==> src/rtl/fixed_pkg.sv <==
// Shared fixed-point vertex format, scheduler state encoding and helpers.
package fixed_pkg;

  localparam int unsigned FIXED_W = 32;
  localparam int unsigned FRAC_W  = 16;

  // Signed Q16.16 scalar; a vertex is {z, y, x} with x at index 0.
  typedef logic signed [FIXED_W-1:0] fixed_t;
  typedef fixed_t [2:0] fixed3_t;

  typedef enum logic [2:0] {
    StIdle,
    StRange,
    StStart,
    StAck,
    StWait,
    StDone
  } raster_sched_state;

  // Integer part rounded toward minus infinity.
  function automatic logic signed [FIXED_W-1:0] ftoi_floor(input fixed_t f);
    return f >>> FRAC_W;
  endfunction

endpackage

==> src/rtl/raster_tile_scheduler_if.sv <==
// Triangle-side and rasterizer-side signals of the tile scheduler.
// master: triangle source plus rasterizer; slave: the scheduler itself.
interface raster_tile_scheduler_if;
  import fixed_pkg::*;

  logic        tri_valid;
  logic        tri_ready;
  fixed3_t     vertex0;
  fixed3_t     vertex1;
  fixed3_t     vertex2;
  logic        rast_start;
  logic        rast_ready;
  fixed3_t     rast_vertex0;
  fixed3_t     rast_vertex1;
  fixed3_t     rast_vertex2;
  logic [12:0] rast_offset_x;
  logic [12:0] rast_offset_y;
  logic        busy;
  logic        tri_done;

  modport master (
    output tri_valid, vertex0, vertex1, vertex2, rast_ready,
    input  tri_ready, rast_start, rast_vertex0, rast_vertex1, rast_vertex2,
    input  rast_offset_x, rast_offset_y, busy, tri_done
  );

  modport slave (
    input  tri_valid, vertex0, vertex1, vertex2, rast_ready,
    output tri_ready, rast_start, rast_vertex0, rast_vertex1, rast_vertex2,
    output rast_offset_x, rast_offset_y, busy, tri_done
  );

endinterface

==> src/rtl/raster_tile_scheduler_tile_bbox.sv <==
// tile_bbox: combinational vertex bounding box -> clamped tile index range.
// Used only when RASTER_TILE_BBOX_CULL_EN is defined.
module tile_bbox
  import fixed_pkg::*;
#(
  parameter logic [12:0] SCREEN_W = 13'd160,
  parameter logic [12:0] SCREEN_H = 13'd120,
  parameter logic [12:0] TILE_W   = 13'd64,
  parameter logic [12:0] TILE_H   = 13'd64
) (
  input  fixed_t      vx0,
  input  fixed_t      vy0,
  input  fixed_t      vx1,
  input  fixed_t      vy1,
  input  fixed_t      vx2,
  input  fixed_t      vy2,
  output logic [12:0] tx0,
  output logic [12:0] tx1,
  output logic [12:0] ty0,
  output logic [12:0] ty1,
  output logic        empty
);

  localparam int unsigned TXS = $clog2(TILE_W);
  localparam int unsigned TYS = $clog2(TILE_H);

  function automatic logic signed [31:0] min3(input logic signed [31:0] a,
                                              input logic signed [31:0] b,
                                              input logic signed [31:0] c);
    logic signed [31:0] m;
    m = (a < b) ? a : b;
    return (c < m) ? c : m;
  endfunction

  function automatic logic signed [31:0] max3(input logic signed [31:0] a,
                                              input logic signed [31:0] b,
                                              input logic signed [31:0] c);
    logic signed [31:0] m;
    m = (a > b) ? a : b;
    return (c > m) ? c : m;
  endfunction

  // Clamp a pixel coordinate into [0, lim-1].
  function automatic logic [12:0] clamp_axis(input logic signed [31:0] v,
                                             input logic [12:0] lim);
    if (v < 0) return 13'd0;
    if (v >= $signed(32'(lim))) return lim - 13'd1;
    return v[12:0];
  endfunction

  logic signed [31:0] xmin, xmax, ymin, ymax;
  logic [12:0]        xlo, xhi, ylo, yhi;

  // Bounding box, emptiness test and conversion to tile indices.
  always_comb begin
    xmin  = min3(ftoi_floor(vx0), ftoi_floor(vx1), ftoi_floor(vx2));
    xmax  = max3(ftoi_floor(vx0), ftoi_floor(vx1), ftoi_floor(vx2));
    ymin  = min3(ftoi_floor(vy0), ftoi_floor(vy1), ftoi_floor(vy2));
    ymax  = max3(ftoi_floor(vy0), ftoi_floor(vy1), ftoi_floor(vy2));
    empty = (xmax < 0) || (xmin >= $signed(32'(SCREEN_W))) ||
            (ymax < 0) || (ymin >= $signed(32'(SCREEN_H)));
    xlo   = clamp_axis(xmin, SCREEN_W);
    xhi   = clamp_axis(xmax, SCREEN_W);
    ylo   = clamp_axis(ymin, SCREEN_H);
    yhi   = clamp_axis(ymax, SCREEN_H);
    tx0   = xlo >> TXS;
    tx1   = xhi >> TXS;
    ty0   = ylo >> TYS;
    ty1   = yhi >> TYS;
  end

endmodule

==> src/rtl/raster_tile_scheduler.sv <==
// raster_tile_scheduler: accepts one triangle, then runs the fixed-tile rasterizer
// once per tile of its tile range in raster order and pulses tri_done at the end.
// Optional RASTER_TILE_BBOX_CULL_EN: restrict the range to the vertex bounding box;
// otherwise every triangle covers the full screen.
module raster_tile_scheduler
  import fixed_pkg::*;
#(
  parameter logic [12:0] SCREEN_W = 13'd160,
  parameter logic [12:0] SCREEN_H = 13'd120,
  parameter logic [12:0] TILE_W   = 13'd64,
  parameter logic [12:0] TILE_H   = 13'd64
) (
  input logic                    clk,
  input logic                    rstn,
  raster_tile_scheduler_if.slave bus
);

  localparam int unsigned TXS = $clog2(TILE_W);
  localparam int unsigned TYS = $clog2(TILE_H);

  raster_sched_state state_q, state_d;
  fixed3_t           vtx0_q, vtx0_d, vtx1_q, vtx1_d, vtx2_q, vtx2_d;
  logic [12:0]       tx0_q, tx0_d, tx1_q, tx1_d, ty0_q, ty0_d, ty1_q, ty1_d;
  logic [12:0]       tx_q, tx_d, ty_q, ty_d;
  logic [12:0]       off_x_q, off_x_d, off_y_q, off_y_d;
  logic              start_q;

  logic [12:0]       rng_tx0, rng_tx1, rng_ty0, rng_ty1;
  logic              rng_empty;
  logic              last_tile;

`ifdef RASTER_TILE_BBOX_CULL_EN
  tile_bbox #(
    .SCREEN_W (SCREEN_W),
    .SCREEN_H (SCREEN_H),
    .TILE_W   (TILE_W),
    .TILE_H   (TILE_H)
  ) u_tile_bbox (
    .vx0   (vtx0_q[0]),
    .vy0   (vtx0_q[1]),
    .vx1   (vtx1_q[0]),
    .vy1   (vtx1_q[1]),
    .vx2   (vtx2_q[0]),
    .vy2   (vtx2_q[1]),
    .tx0   (rng_tx0),
    .tx1   (rng_tx1),
    .ty0   (rng_ty0),
    .ty1   (rng_ty1),
    .empty (rng_empty)
  );
`else
  assign rng_tx0   = 13'd0;
  assign rng_tx1   = (SCREEN_W - 13'd1) >> TXS;
  assign rng_ty0   = 13'd0;
  assign rng_ty1   = (SCREEN_H - 13'd1) >> TYS;
  assign rng_empty = 1'b0;
`endif

  assign last_tile = (tx_q == tx1_q) && (ty_q == ty1_q);

  // Next-state, latched vertices, tile walk and offsets for the next START.
  always_comb begin
    state_d = state_q;
    vtx0_d  = vtx0_q;
    vtx1_d  = vtx1_q;
    vtx2_d  = vtx2_q;
    tx0_d   = tx0_q;
    tx1_d   = tx1_q;
    ty0_d   = ty0_q;
    ty1_d   = ty1_q;
    tx_d    = tx_q;
    ty_d    = ty_q;
    off_x_d = off_x_q;
    off_y_d = off_y_q;
    unique case (state_q)
      StIdle: begin
        if (bus.tri_valid) begin
          vtx0_d  = bus.vertex0;
          vtx1_d  = bus.vertex1;
          vtx2_d  = bus.vertex2;
          state_d = StRange;
        end
      end
      StRange: begin
        tx0_d = rng_tx0;
        tx1_d = rng_tx1;
        ty0_d = rng_ty0;
        ty1_d = rng_ty1;
        tx_d  = rng_tx0;
        ty_d  = rng_ty0;
        if (rng_empty) begin
          state_d = StDone;
        end else begin
          off_x_d = rng_tx0 << TXS;
          off_y_d = rng_ty0 << TYS;
          state_d = StStart;
        end
      end
      StStart: state_d = StAck;
      StAck: begin
        // Low ready confirms the rasterizer took the start.
        if (!bus.rast_ready) state_d = StWait;
      end
      StWait: begin
        if (bus.rast_ready) begin
          if (last_tile) begin
            state_d = StDone;
          end else begin
            if (tx_q == tx1_q) begin
              tx_d = tx0_q;
              ty_d = ty_q + 13'd1;
            end else begin
              tx_d = tx_q + 13'd1;
            end
            off_x_d = tx_d << TXS;
            off_y_d = ty_d << TYS;
            state_d = StStart;
          end
        end
      end
      StDone:  state_d = StIdle;
      default: state_d = StIdle;
    endcase
  end

  // State and datapath registers with synchronous active-low reset.
  always_ff @(posedge clk) begin
    if (!rstn) begin
      state_q <= StIdle;
      vtx0_q  <= '0;
      vtx1_q  <= '0;
      vtx2_q  <= '0;
      tx0_q   <= '0;
      tx1_q   <= '0;
      ty0_q   <= '0;
      ty1_q   <= '0;
      tx_q    <= '0;
      ty_q    <= '0;
      off_x_q <= '0;
      off_y_q <= '0;
      start_q <= 1'b0;
    end else begin
      state_q <= state_d;
      vtx0_q  <= vtx0_d;
      vtx1_q  <= vtx1_d;
      vtx2_q  <= vtx2_d;
      tx0_q   <= tx0_d;
      tx1_q   <= tx1_d;
      ty0_q   <= ty0_d;
      ty1_q   <= ty1_d;
      tx_q    <= tx_d;
      ty_q    <= ty_d;
      off_x_q <= off_x_d;
      off_y_q <= off_y_d;
      // Registered one-cycle pulse, high in the cycle after START.
      start_q <= (state_q == StStart);
    end
  end

  assign bus.tri_ready     = (state_q == StIdle);
  assign bus.busy          = (state_q != StIdle);
  assign bus.tri_done      = (state_q == StDone);
  assign bus.rast_start    = start_q;
  assign bus.rast_vertex0  = vtx0_q;
  assign bus.rast_vertex1  = vtx1_q;
  assign bus.rast_vertex2  = vtx2_q;
  assign bus.rast_offset_x = off_x_q;
  assign bus.rast_offset_y = off_y_q;

endmodule

==> src/flat_wrapper.sv <==
// flat-port wrapper written by rule: the top's interface ports become plain ports
module raster_tile_scheduler_flat import fixed_pkg::*;
#(
  parameter logic [12:0] SCREEN_W = 13'd160,
  parameter logic [12:0] SCREEN_H = 13'd120,
  parameter logic [12:0] TILE_W   = 13'd64,
  parameter logic [12:0] TILE_H   = 13'd64
)
  (clk, rstn, bus_tri_valid, bus_vertex0, bus_vertex1, bus_vertex2, bus_rast_ready, bus_tri_ready, bus_rast_start, bus_rast_vertex0, bus_rast_vertex1, bus_rast_vertex2, bus_rast_offset_x, bus_rast_offset_y, bus_busy, bus_tri_done);
  raster_tile_scheduler_if bus_i ();
  input logic clk;
  input logic rstn;
  input wire logic [$bits(bus_i.tri_valid)-1:0] bus_tri_valid;
  input wire logic [$bits(bus_i.vertex0)-1:0] bus_vertex0;
  input wire logic [$bits(bus_i.vertex1)-1:0] bus_vertex1;
  input wire logic [$bits(bus_i.vertex2)-1:0] bus_vertex2;
  input wire logic [$bits(bus_i.rast_ready)-1:0] bus_rast_ready;
  output wire logic [$bits(bus_i.tri_ready)-1:0] bus_tri_ready;
  output wire logic [$bits(bus_i.rast_start)-1:0] bus_rast_start;
  output wire logic [$bits(bus_i.rast_vertex0)-1:0] bus_rast_vertex0;
  output wire logic [$bits(bus_i.rast_vertex1)-1:0] bus_rast_vertex1;
  output wire logic [$bits(bus_i.rast_vertex2)-1:0] bus_rast_vertex2;
  output wire logic [$bits(bus_i.rast_offset_x)-1:0] bus_rast_offset_x;
  output wire logic [$bits(bus_i.rast_offset_y)-1:0] bus_rast_offset_y;
  output wire logic [$bits(bus_i.busy)-1:0] bus_busy;
  output wire logic [$bits(bus_i.tri_done)-1:0] bus_tri_done;
  assign bus_i.tri_valid = bus_tri_valid;
  assign bus_i.vertex0 = bus_vertex0;
  assign bus_i.vertex1 = bus_vertex1;
  assign bus_i.vertex2 = bus_vertex2;
  assign bus_i.rast_ready = bus_rast_ready;
  assign bus_tri_ready = bus_i.tri_ready;
  assign bus_rast_start = bus_i.rast_start;
  assign bus_rast_vertex0 = bus_i.rast_vertex0;
  assign bus_rast_vertex1 = bus_i.rast_vertex1;
  assign bus_rast_vertex2 = bus_i.rast_vertex2;
  assign bus_rast_offset_x = bus_i.rast_offset_x;
  assign bus_rast_offset_y = bus_i.rast_offset_y;
  assign bus_busy = bus_i.busy;
  assign bus_tri_done = bus_i.tri_done;
  raster_tile_scheduler #(.SCREEN_W(SCREEN_W), .SCREEN_H(SCREEN_H), .TILE_W(TILE_W), .TILE_H(TILE_H)) u_core (.clk(clk), .rstn(rstn), .bus(bus_i));
endmodule
==> config.mk <==
export PLATFORM = sky130hd
export DESIGN_NAME = raster_tile_scheduler_flat
export DESIGN_NICKNAME = d
export VERILOG_FILES = /design/src/rtl/fixed_pkg.sv /design/src/rtl/raster_tile_scheduler_if.sv /design/src/rtl/raster_tile_scheduler_tile_bbox.sv /design/src/rtl/raster_tile_scheduler.sv /design/src/flat_wrapper.sv
export SDC_FILE = /design/constraint.sdc
export NUM_CORES = 1
export LEC_CHECK = 0
export BUFFER_PORTS_ARGS = -buffer_cell sky130_fd_sc_hd__buf_4
export CORE_AREA = 2 2 235 237
export DETAILED_ROUTE_END_ITERATION = 12
export DIE_AREA = 0 0 237 239
export HOLD_SLACK_MARGIN = 0.1
export SLEW_MARGIN = 20
export SYNTH_ARGS = -nofsm -noshare
export SYNTH_HDL_FRONTEND = slang
export SYNTH_SLANG_ARGS = --single-unit
==> constraint.sdc <==
create_clock -name clk -period 2.07 [get_ports clk]
set_input_delay 0.414 -clock clk [delete_from_list [all_inputs] [get_ports clk]]
set_output_delay 0.414 -clock clk [all_outputs]
set_load 0.02 [all_outputs]
==> results.txt, run 1 <==
share of post-route cells with drive strength above 1 = 0.3171
maximum single-stage delay on the critical path = 0.56 ns
worst hold slack = 0.1347 ns
Layout Nets = 2,566
hold crit path type = in -> reg
number of buffers on the longest clock path = 3
Clock Sink Count = 319
final hold violations = 0
data required time at the worst endpoint = 2.55 ns
largest fanout of any net on the critical path = 7
detailed-route via count = 13,210
type of destination of the critical path = flop
Maximum Capacitance Violations = 0
CTS tree = done
maximum number of pins on one net before global-route repair = 95
top-level port count = 610
number of flops mapped to enable cells by yosys = 0
number of buffers created by CTS = 38
Post-Synth Adder-Cell Area = 0.002134
Filler cells = 5,417
Routed wire per std cell = 15.29 um
Leak Pwr = 8.899 nW
CTS root buffer = sky130_fd_sc_hd__clkbuf_16
antenna violations before repair = 2
# setup viols final = 0
tightest slew margin relative to the limit = 0.5709
clock transition at the register clock pins on the worst setup and hold paths after CTS = 0.06 ns
total of flip-flops plus latches after synthesis = 319
critical path start-end classification = reg -> reg
most frequent CP cell = sky130_fd_sc_hd__or4_1
Total Routing Usage GR = 0.1511
DRC violation total after the first TritonRoute iteration = 630
number of H-tree levels = 2
Core Box Area = 54,340 um2
Initial Util = 0.2158
areal power density over the cells = 1214 nW/um2
Worst VDD drop = 0.0007178 V
multiplexer share of the synthesized area = 0.001814
library cell contributing the largest single delay on the critical path = sky130_fd_sc_hd__or4_1
final worst path period share = 0.9575
combinational family with the most area after synthesis = simple AND/OR/NAND/NOR gates
insertion delay of the later-clocked pin in the worst-skew pair = 0.54 ns
Syn Area/Cell = 7.843 um2
Die Y-Extent = 239 um
HPWL after DPL = 32.33 mm
compound-cell area share of the yosys netlist = 0.1565
final total negative setup slack = 0 ns
Slew @ Worst Pin = 0.6406 ns
DRT antenna net count = 0
Synth warnings = 0
XOR/XNOR Fraction of Synth Area = 0.002988
Overflow after GRT = 0
FMAX = 0.5045 GHz
cell count after placement = 2,718
outcome = complete, no violations
final WL = 45.94 mm
Storage cell area = 6390 um2
final critical path time including I/O delays and setup = 1.982 ns
area occupied by multi-input gates = 4760 um2
per-cell via count in the routed design = 4.399
area added between synthesis and finish = 75.34%
post-synthesis sequential area ratio = 0.5447
Die Area = 56,640 um2
row count = 86
share of async-settable or async-resettable flops after synthesis = 0
final weighted congestion of routability-driven global placement = 0.8328
Die W = 237 um
share of the core filled with cells in the final layout = 0.3783
max-slew violation count = 0
chain of cells forming the critical path = and3_1 -> nand3_1 -> or4_1 -> or4_1 -> nand2_1
Pre-antenna DRT Iters = 5
Cell variety after synth = 53
data arrival time of the critical path = 2.46 ns
post-layout instance area = 20,560 um2
dominant synthesized flop cell = sky130_fd_sc_hd__dfxtp_1
Port Buffers = 597
vias in the first global route = 12,770
simple-gate share of the synthesized area = 0.2338
number of design rule violations left after detail routing = 0
Placement Cell Area = 16,990 um2
wire length of the first global-routing pass = 68.64 mm
synthesized netlist cell count = 1,495
Netlist Area Pre-Place = 11,720 um2
worst clock skew on the final layout = 0.01378 ns
kind of start point of the critical path = flop
non-filler cells in the finished layout = 3,004
cells by family after synthesis:
logic type | Yosys count
other | 1
adders and majority gates | 2
muxes | 2
AOI/OAI and AO/OA | 347
buffers and inverters | 139
xor gates and xnor gates | 4
DFF | 319
and+or+nand+nor | 681
critical path: cells and delay by family (launching register included):
kind	cells	cell delay (ns)
and+or+nand+nor	5	1.47
DFF	1	0.45
cells in the mapped netlist, types with 2 or more instances:
library cell               count  share of area
sky130_fd_sc_hd__nand2_1     598           0.19
sky130_fd_sc_hd__dfxtp_1     319           0.54
sky130_fd_sc_hd__a21oi_1     300           0.13
sky130_fd_sc_hd__clkbuf_1     71          0.023
sky130_fd_sc_hd__buf_2        34          0.015
sky130_fd_sc_hd__buf_4        28          0.018
sky130_fd_sc_hd__nor2_1       20         0.0064
sky130_fd_sc_hd__o21ai_0      13         0.0055
sky130_fd_sc_hd__a31oi_1      11         0.0059
sky130_fd_sc_hd__nor3_1       11         0.0047
sky130_fd_sc_hd__nand3_1      10         0.0043
sky130_fd_sc_hd__nor4_1        8         0.0043
sky130_fd_sc_hd__nand4_1       6         0.0032
sky130_fd_sc_hd__a311oi_1      5         0.0037
sky130_fd_sc_hd__inv_1         5         0.0016
sky130_fd_sc_hd__or3_1         5         0.0027
sky130_fd_sc_hd__or4_1         4         0.0026
sky130_fd_sc_hd__and3_1        3         0.0016
sky130_fd_sc_hd__xnor2_1       3         0.0022
sky130_fd_sc_hd__a41oi_1       2         0.0015
sky130_fd_sc_hd__and4_1        2         0.0015
sky130_fd_sc_hd__ha_1          2         0.0021
sky130_fd_sc_hd__o21a_1        2         0.0013
sky130_fd_sc_hd__o221a_2       2         0.0019
sky130_fd_sc_hd__o41ai_1       2         0.0015
sky130_fd_sc_hd__or3b_2        2         0.0015
stage by stage:
step	setup slack (ns)	total power, W
after floorplan	0.2580	0.01336
after global placement	-0.0002258	0.01744
after detailed placement	-0.01591	0.01761
after CTS	0.01064	0.02514
after global routing	-0.01645	0.02629
final	0.08802	0.02497
layout by cell type, fill, tap and decap left out, drive strengths merged, types with 6 or more instances in the layout:
cell,instances
clkbuf,51
nand4,6
nand3,10
dfxtp,319
nor3,11
buf,643
a21oi,301
dlygate4sd3,217
inv,8
o21ai,13
clkinv,7
nor4,8
a31oi,11
nor2,21
nand2,598
conb,12
layout make-up:
| cell class | count | area share |
|---|---|---|
| multi-input combinational | 1048 | 0.2315 |
| clock buffer | 51 | 0.05356 |
| inverter | 5 | 0.001278 |
| antenna | 1 | 0.0001217 |
| tap | 704 | 0.04285 |
| sequential | 319 | 0.3108 |
| clock inverter | 16 | 0.01095 |
| timing repair buffer | 860 | 0.3489 |
where the power goes:
group / total [W] / switching, W / leakage [nW] / internal, W
clock: 0.00706 / 0.00270 / 0.656 / 0.00437
sequential: 0.00824 / 0.000771 / 2.61 / 0.00747
combinational: 0.00966 / 0.00578 / 5.63 / 0.00388
total: 0.0250 / 0.00925 / 8.90 / 0.0157
metal layers:
layer	part of all wire	global-route usage	wire length (um)
met3	0.074	0.04111	3416
met1	0.39	0.1717	17730
met4	0.038	0.06636	1730
met2	0.50	0.2651	23050
met5	0.00035	0	16
sequential cells by signal, indices dropped and copies added, names as in the netlist:
register,count
u_core.state_q,3
u_core.ty1_q,1
u_core.bus.rast_vertex1,96
u_core.bus.rast_vertex0,96
u_core.ty_q,12
u_core.bus.rast_start,1
u_core.tx_q,13
u_core.bus.rast_offset_y,1
u_core.bus.rast_vertex2,96
final timing paths:
kind	from	endpoint	slack, ns	depth (start not counted)
min reg2reg	u_core.bus.rast_vertex2[69]$_SDFFE_PN0P_	u_core.bus.rast_vertex2[69]$_SDFFE_PN0P_	0.45	2
min	bus_vertex1[92]	u_core.bus.rast_vertex1[92]$_SDFFE_PN0P_	0.13	3
max	u_core.ty_q[3]$_SDFFE_PN0P_	u_core.ty_q[12]$_SDFFE_PN0P_	0.09	5
max reg2reg	u_core.ty_q[3]$_SDFFE_PN0P_	u_core.ty_q[12]$_SDFFE_PN0P_	0.09	5
repair_timing:
| action | CTS | global route |
|---|---|---|
| setup endpoints to repair | 4 | 8 |
| hold buffers | 217 | 0 |
| endpoints found under the hold margin | 217 | 0 |
| pin swaps | 0 | 1 |
| gates resized for setup | 3 | 11 |
| setup buffers | 0 | 1 |
(Power assumes the default switching activity.)
==> run 2: changes to the inputs <==
HOLD_SLACK_MARGIN = unset   (was 0.1)
RECOVER_POWER = 50   (was unset)
==> run 2 against run 1 <==
  * Worst setup slack better by 0.012 ns
  * Combinational power down 15%
  * Sequential power shrank 0.5%
  * Global-route usage decreased by 0.90 points
  * Count of clock-buffer cells in the layout unchanged
  * Flip-flop and latch count unchanged
  * Wire length fell by 5.8%
  * Critical endpoint unchanged
  * Largest power group unchanged
  * Highest routed layer unchanged
==> results.txt, run 2 (same netlist as run 1, synthesis figures left out) <==
Maximum Capacitance Violations = 0
CTS root buffer = sky130_fd_sc_hd__clkbuf_16
number of H-tree levels = 2
Total Routing Usage GR = 0.1420
largest fanout of any net on the critical path = 7
Die Y-Extent = 239 um
top-level port count = 610
Routed wire per std cell = 15.54 um
leading cell type in the layout, fill and taps excluded = sky130_fd_sc_hd__nand2_1
wire length of the first global-routing pass = 64.09 mm
part of the total power dissipated in the clock network = 0.300
final critical-path setup slack = 0.1003 ns
FMAX = 0.5077 GHz
Initial Util = 0.2158
Die Area = 56,640 um2
type of destination of the critical path = flop
number of design rule violations left after detail routing = 0
Die W = 237 um
share of post-route cells with drive strength above 1 = 0.2094
area occupied by multi-input gates = 4760 um2
Clock Sink Count = 319
areal power density over the cells = 1359 nW/um2
DRT antenna net count = 0
Internal = 0.01443 W
outcome = complete, no violations
most used cells in the layout excluding fill and tap cells = 597 x sky130_fd_sc_hd__nand2_1, 334 x sky130_fd_sc_hd__buf_4, 316 x sky130_fd_sc_hd__dfxtp_1, 300 x sky130_fd_sc_hd__a21oi_1, 297 x sky130_fd_sc_hd__clkbuf_1
number of buffers created by CTS = 38
final critical path time including I/O delays and setup = 1.970 ns
max-slew violation count = 0
Overflow after GRT = 0
critical path start-end classification = reg -> reg
Filler cells = 6,002
CTS tree = done
vias in the first global route = 11,500
Worst VDD drop = 0.0005948 V
Port Buffers = 597
row count = 86
Pre-antenna DRT Iters = 5
switching share of power = 0.3856
share of the core filled with cells in the final layout = 0.3181
data arrival time of the critical path = 2.44 ns
Hold Buf Count CTS = 0
part of the total power dissipated in sequential elements = 0.349
kind of start point of the critical path = flop
# setup viols final = 0
insertion delay of the later-clocked pin in the worst-skew pair = 0.54 ns
DRC violation total after the first TritonRoute iteration = 575
clock transition at the register clock pins on the worst setup and hold paths after CTS = 0.06 ns
DP Worst Slack = -0.01591 ns
Slew @ Worst Pin = 0.6603 ns
tightest slew margin relative to the limit = 0.5577
Storage cell area = 6390 um2
final worst path period share = 0.9515
per-cell via count in the routed design = 4.385
area added between synthesis and finish = 47.41%
Core Box Area = 54,340 um2
number of buffers on the longest clock path = 3
HPWL after DPL = 32.33 mm
switching power = 0.009055 W
Layout Nets = 2,349
maximum number of pins on one net before global-route repair = 95
antenna cells = 0
hold crit path type = in -> reg
Leak Pwr = 6.780 nW
antenna violations before repair = 1
final hold violations = 0
data required time at the worst endpoint = 2.54 ns
final WL = 43.28 mm
detailed-route via count = 12,220
final weighted congestion of routability-driven global placement = 0.8328
proportion of power drawn by combinational gates = 0.351
worst clock skew on the final layout = 0.01630 ns
[run 2: power groups by stage]
stage	Clock (W)	Combinational (W)	Sequential [W]
after floorplan	0	0.00357	0.00979
after global placement	0	0.00916	0.00829
after detailed placement	0	0.00927	0.00834
after CTS	0.00727	0.00930	0.00823
after global routing	0.00749	0.00899	0.00835
final	0.00704	0.00824	0.00820
[run 2: timing repair]
action                                  4_1_cts  5_1_grt
endpoints found under the setup margin        4        8
resized for setup                             3       11
pin swaps                                     0        1
setup buffers                                 0        1
[run 2: final cells by class]
class,count,area share
tap,704,0.05096
multi-input combinational,1048,0.2754
inverter,5,0.001520
timing repair buffer,643,0.2257
clock buffer,51,0.06370
clock inverter,16,0.01303
sequential,319,0.3697
[run 2: per-layer routing]
layer  vias to the layer above  part of all wire  track usage
li1                       6007                 -            -
met5                         -           0.00023            0
met3                        99             0.077      0.04042
met4                         2             0.037      0.06195
met1                      5626              0.40       0.1663
met2                       482              0.49       0.2420
[run 2: worst paths after layout]
check | startpoint | slack (ns) | cells past startpoint | to
worst max register to register | u_core.ty_q[3]$_SDFFE_PN0P_ | 0.10 | 5 | u_core.ty_q[12]$_SDFFE_PN0P_
worst min-delay path | bus_vertex1[9] | 0.11 | 3 | u_core.bus.rast_vertex1[9]$_SDFFE_PN0P_
worst max-delay path | u_core.ty_q[3]$_SDFFE_PN0P_ | 0.10 | 5 | u_core.ty_q[12]$_SDFFE_PN0P_
worst min register to register | u_core.bus.rast_vertex0[37]$_SDFFE_PN0P_ | 0.45 | 2 | u_core.bus.rast_vertex0[37]$_SDFFE_PN0P_
[run 2: metrics by stage]
| step | cell area (um2) | std cells | hold slack (ns) | setup TNS [ns] | total power, W |
|---|---|---|---|---|---|
| 2_1_floorplan | 11770 | 1506 | 0.4667 | 0 | 0.01336 |
| 3_3_place_gp | 16990 | 2718 | 0.4422 | -0.0002258 | 0.01744 |
| 3_5_place_dp | 16990 | 2718 | 0.4466 | -0.01591 | 0.01761 |
| 4_1_cts | 18330 | 2785 | 0.07339 | 0 | 0.02480 |
| 5_1_grt | 17280 | 2786 | 0.08319 | -0.01637 | 0.02483 |
| 6_report | 17280 | 2786 | 0.1103 | 0 | 0.02348 |
[run 2: critical path, cell delays in order, from the launching register on]
cell                      delay (ns)
sky130_fd_sc_hd__dfxtp_1        0.43
sky130_fd_sc_hd__and3_1         0.25
sky130_fd_sc_hd__nand3_1        0.17
sky130_fd_sc_hd__or4_1          0.56
sky130_fd_sc_hd__or4_1          0.42
sky130_fd_sc_hd__nand2_1        0.08
==> run 3: changes to the inputs <==
CORE_AREA = 2 2 236 238   (was 2 2 235 237)
DIE_AREA = 0 0 238 240   (was 0 0 237 239)
SYNTH_HIERARCHICAL = 1   (was unset)
==> run 3 against run 2 <==
  * Flip-flop and latch count is the same
  * Via count down 0.51%
  * Global-route usage down 0.63 points
  * Critical path type is now reg -> out
  * Utilization increased by 1.0 points
  * Hold slack better by 0.026 ns
==> results.txt, run 3 <==
hold crit path type = in -> reg
insertion delay of the later-clocked pin in the worst-skew pair = 0.53 ns
worst clock skew on the final layout = 0.01090 ns
Syn Area/Cell = 8.324 um2
wire length the detailed router placed on met1 = 16.72 mm
Die W = 238 um
top area cells in the synthesized netlist = sky130_fd_sc_hd__dfxtp_1 51%, sky130_fd_sc_hd__nand2_1 18%, sky130_fd_sc_hd__a21boi_0 18%
Slew @ Worst Pin = 0.5031 ns
max-slew violation count = 0
synthesized netlist cell count = 1,502
sum of met2 wire segment lengths after detailed routing = 20.46 mm
antenna cells = 0
share of post-route cells with drive strength above 1 = 0.1994
per-cell via count in the routed design = 4.341
Die Area = 57,120 um2
critical path start-end classification = reg -> out
non-filler cells in the finished layout = 2,800
total of flip-flops plus latches after synthesis = 319
most used cells in the layout excluding fill and tap cells = 598 x sky130_fd_sc_hd__nand2_1, 339 x sky130_fd_sc_hd__buf_4, 319 x sky130_fd_sc_hd__dfxtp_1, 311 x sky130_fd_sc_hd__clkbuf_1, 292 x sky130_fd_sc_hd__a21boi_0
top cell type's share of synthesized area = 0.5108
routed wire length on met3 = 3.357 mm
DRT antenna net count = 0
Post-synth top cells = 599 x sky130_fd_sc_hd__nand2_1, 319 x sky130_fd_sc_hd__dfxtp_1, 292 x sky130_fd_sc_hd__a21boi_0
Die Y-Extent = 240 um
DP Worst Slack = 0.01175 ns
CTS root buffer = sky130_fd_sc_hd__clkbuf_16
Layout Nets = 2,364
highest routing layer actually used = met4
Initial Util = 0.2287
Synth warnings = 6
RSZ-0062 raised after global routing = false
final hold violations = 0
wire length of the first global-routing pass = 62.76 mm
cell count after placement = 2,733
flop2flop setup slack = 0.14 ns
Reg2Reg Depth = 5
post-synthesis sequential area ratio = 0.5108
Core Box Area = 54,660 um2
row count = 86
FMAX = 0.5083 GHz
Leak Pwr = 6.922 nW
HPWL after DPL = 30.67 mm
data arrival time of the critical path = 1.55 ns
vias in the first global route = 11,570
Storage cell area = 6386 um2
Total Routing Usage GR = 0.1357
area occupied by multi-input gates = 5495 um2
Clock Sink Count = 319
number of flops mapped to enable cells by yosys = 0
Filler cells = 5,958
clock transition at the register clock pins on the worst setup and hold paths after CTS = 0.06 ns
leading cell type in the layout, fill and taps excluded = sky130_fd_sc_hd__nand2_1
final critical-path setup slack = 0.1026 ns
hold wc startpoint = bus_vertex2[66]
antenna violations before repair = 0
worst hold slack = 0.1368 ns
Pre-antenna DRT Iters = 4
Hold Buf Count CTS = 0
final WL = 41.58 mm
Port Buffers = 597
Netlist Area Pre-Place = 12,500 um2
R2R Path End = u_core/ty_q[9]$_SDFFE_PN0P_
dominant synthesized flop cell = sky130_fd_sc_hd__dfxtp_1
final worst path period share = 0.9505
cell with the most instances after synthesis = sky130_fd_sc_hd__nand2_1
final critical path time including I/O delays and setup = 1.967 ns
final total negative setup slack = 0 ns
areal power density over the cells = 1050 nW/um2
Routed wire per std cell = 14.85 um
type of destination of the critical path = primary output
Worst VDD drop = 0.0005791 V
# setup viols final = 0
DRC violation total after the first TritonRoute iteration = 522
number of design rule violations left after detail routing = 0
Cell variety after synth = 45
final weighted congestion of routability-driven global placement = 0.8418
WHS Endpoint = u_core/bus.rast_vertex2[66]$_SDFFE_PN0P_
top-level port count = 610
count of cells along the worst hold path = 3
share of async-settable or async-resettable flops after synthesis = 0
reg-to-reg critical path startpoint = u_core/tx_q[4]$_SDFFE_PN0P_
outcome = complete, no violations
kind of start point of the critical path = flop
area added between synthesis and finish = 43.57%
Maximum Capacitance Violations = 0
maximum number of pins on one net before global-route repair = 84
data required time at the worst endpoint = 1.66 ns
CTS tree = done
number of buffers on the longest clock path = 3
tightest slew margin relative to the limit = 0.6634
detailed-route via count = 12,150
number of H-tree levels = 2
Overflow after GRT = 0
largest fanout of any net on the critical path = 6
number of buffers created by CTS = 38
cell type with the largest total area after synthesis = sky130_fd_sc_hd__dfxtp_1
[run 3: cell types whose count changed in the layout (fill, tap and decap cells not counted), sizes merged, moves of 8 or more]
cell,change
clkbuf,+14
nor2,-11
a21oi,-281
o31ai,+8
a21boi,+291
[run 3: worst max path at each step]
stage,start,to,slack [ns],cells after the start
2_1_floorplan,u_core/state_q[0]$_SDFFE_PN0P_,u_core/ty_q[11]$_SDFFE_PN0P_,0.22,7
3_3_place_gp,u_core/tx_q[4]$_SDFFE_PN0P_,u_core/tx_q[4]$_SDFFE_PN0P_,0.05,6
3_5_place_dp,u_core/tx_q[4]$_SDFFE_PN0P_,u_core/tx_q[4]$_SDFFE_PN0P_,0.01,6
4_1_cts,u_core/tx_q[4]$_SDFFE_PN0P_,u_core/tx_q[4]$_SDFFE_PN0P_,0.002,6
5_1_grt,u_core/state_q[0]$_SDFFE_PN0P_,bus_busy,0.009,5
6_report,u_core/state_q[0]$_SDFFE_PN0P_,bus_busy,0.10,5
[run 3: layout make-up]
cell class                      count  share of cell area
Multi-Input combinational cell   1052              0.3062
Sequential cell                   319              0.3558
Clock inverter                      8            0.004461
Inverter                            6            0.001255
Clock buffer                       58             0.06406
Tap cell                          704             0.04908
Timing Repair Buffer              653              0.2192
[run 3: stage by stage]
stage	total power [W]	util	cell area, um2
detailed placement	0.01304	0.3259	17810
finish	0.01885	0.3284	17950
floorplan	0.01040	-	12550
global placement	0.01294	0.3259	17810
global route	0.01992	0.3284	17950
CTS	0.01976	0.3485	19050
[run 3: power breakdown]
group / internal (W) / total [W] / switching, W
Combinational: 0.00171 / 0.00495 / 0.00324
Clock: 0.00395 / 0.00656 / 0.00261
Sequential: 0.00692 / 0.00734 / 0.000417
[run 3: timing repair]
action / in CTS / in global routing
buffers inserted: 1 / 0
endpoints found under the setup margin: 1 / 23
gates cloned: 0 / 0
hold endpoints to repair: 0 / 0
pin swaps: 0 / 1
gates resized for setup: 0 / 5
[run 3: kinds of logic after synthesis]
kind of cell	share of synthesized area
AO/OA/AOI/OAI	0.2100
XOR/XNOR	0.003503
adder cells (fa/ha/maj)	0.002001
buffers and inverters	0.05584
flip-flops	0.5108
multiplexers	0.0008007
other	0.0003000
AND/OR/NAND/NOR	0.2168
[run 3: worst max-delay path: stages (launching register included)]
cell and delay, ns:
sky130_fd_sc_hd__dfxtp_1 0.34, sky130_fd_sc_hd__buf_4 0.17, sky130_fd_sc_hd__nor3_4 0.20, sky130_fd_sc_hd__buf_6 0.13, sky130_fd_sc_hd__inv_1 0.03, sky130_fd_sc_hd__buf_4 0.14
[run 3: per-layer routing]
metal	GRT usage	vias up
met5	0	-
met1	0.1593	5610
met2	0.2331	453
met4	0.04621	0
met3	0.04363	68
li1	-	6023
